==> config.mk <==
export PLATFORM = sky130hd
export DESIGN_NAME = bin_to_bcd_n
export DESIGN_NICKNAME = d
export VERILOG_FILES = /design/src/rtl/bin_to_bcd_n.sv
export SDC_FILE = /design/constraint.sdc
export NUM_CORES = 1
export LEC_CHECK = 0
export CAP_MARGIN = 20
export CELL_PAD_IN_SITES_DETAIL_PLACEMENT = 0
export CELL_PAD_IN_SITES_GLOBAL_PLACEMENT = 1
export CORE_MARGIN = 2
export CORE_UTILIZATION = 42
export DETAILED_ROUTE_END_ITERATION = 10
export GPL_TIMING_DRIVEN = 0
export PLACE_DENSITY_LB_ADDON = 0.1
export SYNTH_ARGS = -nofsm -noshare
export SYNTH_HDL_FRONTEND = slang
export SYNTH_SLANG_ARGS = --single-unit
==> constraint.sdc <==
create_clock -name clk -period 2.1 [get_ports clk]
set_input_delay 0.42 -clock clk [delete_from_list [all_inputs] [get_ports clk]]
set_output_delay 0.42 -clock clk [all_outputs]
set_load 0.05 [all_outputs]
==> src/rtl/bin_to_bcd_n.sv <==
// Sequential binary-to-BCD converter (shift-and-add-3), one operand bit per clock.
// Results are registered on completion so intermediate digits never reach the outputs.
module bin_to_bcd_n #(
    parameter int WIDTH  = 14,
    parameter int DIGITS = 4
) (
    input  logic                  clk,
    input  logic                  reset,
    input  logic                  start,
    input  logic [WIDTH-1:0]      in,
    output logic                  ready,
    output logic                  done,
    output logic [4*DIGITS-1:0]   bcd,
    output logic                  overflow,
    output logic [DIGITS-1:0]     blank
);

    localparam int CNT_W = $clog2(WIDTH + 1);
    localparam logic [CNT_W-1:0] LAST_CNT = CNT_W'(WIDTH - 1);

    typedef enum logic [1:0] {IDLE, CONVERT, DONE} state_t;

    state_t                state_q, state_d;
    logic [WIDTH-1:0]      opnd_q, opnd_d;
    logic [4*DIGITS-1:0]   dig_q, dig_d;
    logic [CNT_W-1:0]      cnt_q, cnt_d;
    logic                  carry_q, carry_d;
    logic [4*DIGITS-1:0]   bcd_q, bcd_d;
    logic                  ovf_q, ovf_d;
    logic [DIGITS-1:0]     blank_q, blank_d;

    logic [DIGITS-1:0][3:0] adj;
    logic [4*DIGITS-1:0]    dig_shift;
    logic                   carry_out;
    logic [DIGITS-1:0]      blank_n;
    logic                   all_zero;
    logic                   last_shift;

    assign last_shift = (cnt_q == LAST_CNT);

    // One double-dabble step: correct each digit, then shift the chain left.
    always_comb begin
        for (int i = 0; i < DIGITS; i++) begin
            adj[i] = (dig_q[4*i +: 4] > 4'd4) ? dig_q[4*i +: 4] + 4'd3 : dig_q[4*i +: 4];
        end
        dig_shift[3:0] = {adj[0][2:0], opnd_q[WIDTH-1]};
        for (int i = 1; i < DIGITS; i++) begin
            dig_shift[4*i +: 4] = {adj[i][2:0], adj[i-1][3]};
        end
        carry_out = adj[DIGITS-1][3];
    end

    // Leading-zero mask of the post-shift digits; digit 0 is never blanked.
    always_comb begin
        all_zero = 1'b1;
        blank_n  = '0;
        for (int i = DIGITS - 1; i >= 0; i--) begin
            all_zero   = all_zero & (dig_shift[4*i +: 4] == 4'd0);
            blank_n[i] = (i > 0) & all_zero;
        end
    end

    always_ff @(posedge clk or posedge reset) begin
        if (reset) begin
            state_q <= IDLE;
            opnd_q  <= '0;
            dig_q   <= '0;
            cnt_q   <= '0;
            carry_q <= 1'b0;
            bcd_q   <= '0;
            ovf_q   <= 1'b0;
            blank_q <= '0;
        end else begin
            state_q <= state_d;
            opnd_q  <= opnd_d;
            dig_q   <= dig_d;
            cnt_q   <= cnt_d;
            carry_q <= carry_d;
            bcd_q   <= bcd_d;
            ovf_q   <= ovf_d;
            blank_q <= blank_d;
        end
    end

    always_comb begin
        state_d = state_q;
        case (state_q)
            IDLE:    if (start) state_d = CONVERT;
            CONVERT: if (last_shift) state_d = DONE;
            DONE:    state_d = IDLE;
            default: state_d = IDLE;
        endcase
    end

    always_comb begin
        opnd_d  = opnd_q;
        dig_d   = dig_q;
        cnt_d   = cnt_q;
        carry_d = carry_q;
        bcd_d   = bcd_q;
        ovf_d   = ovf_q;
        blank_d = blank_q;
        case (state_q)
            IDLE: begin
                if (start) begin
                    opnd_d  = in;
                    dig_d   = '0;
                    cnt_d   = '0;
                    carry_d = 1'b0;
                end
            end
            CONVERT: begin
                opnd_d  = opnd_q << 1;
                dig_d   = dig_shift;
                cnt_d   = cnt_q + CNT_W'(1);
                carry_d = carry_q | carry_out;
                if (last_shift) begin
                    bcd_d   = dig_shift;
                    ovf_d   = carry_q | carry_out;
                    blank_d = blank_n;
                end
            end
            default: ;
        endcase
    end

    always_comb begin
        ready = (state_q == IDLE);
        done  = (state_q == DONE);
    end

    assign bcd      = bcd_q;
    assign overflow = ovf_q;
    assign blank    = blank_q;

endmodule

==> summary by stage <==
Outcome
The run finished with clean final reports.

Synthesis
In this run the cell area of the synthesized design comes to 2880 um2. After synthesis the netlist holds a flip-flop and latch count of 57. Each instance of the synthesized netlist takes up on average 9.60 um2. After technology mapping, the gate count stands at 300. The number of different library cells in the post-synthesis netlist is 46. The share of flip-flops with an asynchronous set or reset after synthesis is 100%. The biggest area consumer among synthesized cells is sky130_fd_sc_hd__dfrtp_1.

The flip-flop cell with the highest count after synthesis is sky130_fd_sc_hd__dfrtp_1. By count the netlist is led by sky130_fd_sc_hd__dfrtp_1 (57), sky130_fd_sc_hd__o21ai_0 (47), sky130_fd_sc_hd__nand2_1 (30). The synthesized design contains 0 enable-type register cells. The Yosys step of the flow raised 0 warnings. By area the synthesized netlist is led by sky130_fd_sc_hd__dfrtp_1 (50%), sky130_fd_sc_hd__o21ai_0 (8.2%), sky130_fd_sc_hd__nor2b_1 (4.6%), sky130_fd_sc_hd__ha_1 (3.9%), sky130_fd_sc_hd__nand2_1 (3.9%).

The most common cell in the synthesized netlist is sky130_fd_sc_hd__dfrtp_1. In this run the biggest area consumer among cell types represents 49.5% of the synthesized area. The synthesized net count is 326. Sequential elements use 49.5% of the synthesized area.

Pwr
The worst-case vdd ir drop is 0.727 mV. The total leakage power is 1.60 nW. After layout, the design draws a total of 6.03 mW. Power spread over the standard cell area amounts to 1680 nW/um2.

Min path
The type of the most critical hold path is reg2reg. The startpoint of the lowest-slack hold path is bcd[11]. For hold timing, the worst endpoint is bcd[11]. The instance count along the most critical hold path is 1.

Detailed routing
The DRC violation total after the first TritonRoute iteration is 113. The detail route stage leaves a number of antenna-violating nets equal to 0. In the routed layout, each cell is associated on average with a via count of 5.36.

The detailed-route DRC error count is 0. Summing over every cut layer, the via total after detailed routing is 2325. The average wire per cell in the routed design is 15.2 um. The final wirelength is 6580 um. The detailed-router iteration count before antenna repair is 4.

Timing
The max-slew violation count came to 0. The setup clock skew after layout is 0.00815 ns. The final critical path time including I/O delays and setup is 1.99 ns. The total setup violations reported at the end of the flow is 0. The transition time at the pin with the least slew margin is 0.778 ns.

For this run, the top clock speed supported by timing is 0.502 GHz. The tightest slew margin relative to the limit is 48.1%. Setup repair after global routing left no endpoint under its margin. The final critical path takes up 94.9% of the cycle. The number of hold-slack violations in the final timing report is 0.

The smallest setup slack after layout is 0.107 ns.

Placement
Before CTS, the worst setup slack after placement is -0.336 ns. The quantity of I/O buffers inserted on ports is 38. After legalization and detailed placement, the total HPWL measured 4560 um. The congestion estimate from routability-driven global placement came to 0.818. The instance count after placement with tap cells included is 419.

Finish
The post-route core utilization is 53.3%. The share of layout cells above drive strength 1 is 11.3%. Fill cells in the final layout number 626. The net total in the final layout is 375. The total inserted antenna cells is 0. The layout overhead on the synthesized area is 24.3%. The count of non-filler cells in the finished layout is 434.

Clock tree
The clock-pin slew of the registers on the worst-case setup and hold paths is 0.06 ns. TritonCTS built the clock tree. Clock latency on the worst-skew pair, taken at its later pin, is 0.34 ns. The number of gates given a new drive strength after cts is 10. The H-tree was split into 3 levels. The buffer depth of the longest clock path is 2. For this design, the CTS-stage hold fixing added 0 buffers.

The total CTS buffers is 9. The clock root buffer is sky130_fd_sc_hd__clkbuf_8. The count of buffers added by post-CTS timing repair for setup is 0. The clock sink count is 57.

Floorplanning
The overall die width is 86.8 um. The number of placement rows is 30. The core area is 6720 um2. For this configuration, the core starts out at a cell density of 42.8%. The die outline height is 86.8 um. The die covers 7530 um2. The number of primary I/O pins is 40.

Critical path
The worst setup slack for register-to-register paths is 0.25 ns. STA puts the critical path data required time at 1.68 ns. The number of cells on the worst reg-to-reg path is 6. STA classifies the critical path endpoint as an output pin. Along the worst path, the maximum fanout reaches 10. The launch instance of the worst register-to-register path is state_q[1]. The worst register-to-register path ends at bcd[9]. On the worst path, the slowest cell contributes a delay of 0.44 ns. The slowest library cell on the worst path is sky130_fd_sc_hd__dfrtp_1. Among the stages of the critical path, the cell type that occurs most often is sky130_fd_sc_hd__clkbuf_2. The data arrival time of the critical path is 1.57 ns. Traced cell by cell, the critical path runs through clkbuf_2, clkbuf_2, nor2_1, clkbuf_4. The worst setup path is launched from a flip-flop. The kind of critical path is reg2out.

Global routing
The maximum number of pins on one net before global-route repair is 36. The first-pass GRT wire length is 11300 um. The leftover overflow at the end of global routing is 0.

The via count of the first global-routing pass is 2273. The combined global-route utilization of all metal layers is 19.7%. The initial antenna violation count is 0.

Run
The number of max-cap violations is 0.
-- how the worst max path moves through the flow --
stage	slack, ns	endpoint	cells after the start	from
floorplan	0.14	done	3	state_q[1]
global placement	-0.88	opnd_q[1]	2	reset
detailed placement	-0.34	ready	4	state_q[0]
CTS	0.04	done	3	state_q[1]
global route	0.005	ready	4	state_q[0]
finish	0.11	ready	4	state_q[0]
-- sequential cells by signal, summed over array words and instances, names as in the netlist --
signal / cells
bcd: 16
dig_q: 16
opnd_q: 14
cnt_q: 4
blank: 3
state_q: 2
carry_q: 1
overflow: 1
-- placed cells by master, fill, tap and decap left out, types with 11 or more instances in the layout --
master                            count
sky130_fd_sc_hd__a21oi_1             20
sky130_fd_sc_hd__a22oi_1             11
sky130_fd_sc_hd__clkbuf_1            12
sky130_fd_sc_hd__clkbuf_8            13
sky130_fd_sc_hd__clkdlybuf4s50_1     36
sky130_fd_sc_hd__dfrtp_1             57
sky130_fd_sc_hd__inv_1               11
sky130_fd_sc_hd__nand2_1             30
sky130_fd_sc_hd__nor2b_1             21
sky130_fd_sc_hd__o21ai_0             47
-- final cells by class --
| cell class | instances | area [um2] | area share, % |
|---|---|---|---|
| multi-input combinational | 210 | 1310 | 36.6 |
| timing repair buffer | 39 | 407 | 11.4 |
| buffer | 19 | 95.1 | 2.66 |
| clock inverter | 2 | 10.0 | 0.280 |
| sequential | 57 | 1430 | 39.8 |
| inverter | 13 | 50.0 | 1.40 |
| tap | 80 | 100 | 2.80 |
| clock buffer | 14 | 183 | 5.10 |
-- where the power goes --
part | switching, mW | internal (mW) | total [mW]
logic | 1.90 | 1.21 | 3.11
registers | 0.364 | 1.58 | 1.95
clock network | 0.419 | 0.553 | 0.973
total | 2.68 | 3.35 | 6.03
-- worst max-delay path: cells and delay by family, from the launching register on --
| family | cells | cell delay [ns] |
|---|---|---|
| DFF | 1 | 0.44 |
| and+or+nand+nor | 1 | 0.13 |
| buffers and inverters | 3 | 0.68 |
-- kinds of logic (layout without fill, tap and decap cells) --
family	Yosys count	count (layout)	share of synthesized area, %
adder cells (fa/ha/maj)	9	9	3.91
AO/OA/AOI/OAI	105	105	22.3
buffers and inverters	33	87	5.00
XOR/XNOR	5	5	1.52
multiplexers	8	8	2.96
other	1	1	0.130
AND/OR/NAND/NOR	82	82	14.6
flip-flops	57	57	49.5
-- per-stage QoR --
step / area (um2) / hold WS [ns] / setup TNS, ns
2_1_floorplan: 2880 / 0.450 / 0
3_3_place_gp: 3360 / 0.458 / -52.27
3_5_place_dp: 3390 / 0.469 / -2.52
4_1_cts: 3570 / 0.483 / 0
5_1_grt: 3580 / 0.499 / 0
6_report: 3580 / 0.475 / 0
-- per-layer routing --
metal,routed length (um),GRT usage [%]
met1,3240,27.6
met5,0,0
met2,2940,29.2
met3,244,3.33
met4,154,10.2
Note: power is estimated with default switching activity, not from simulation.
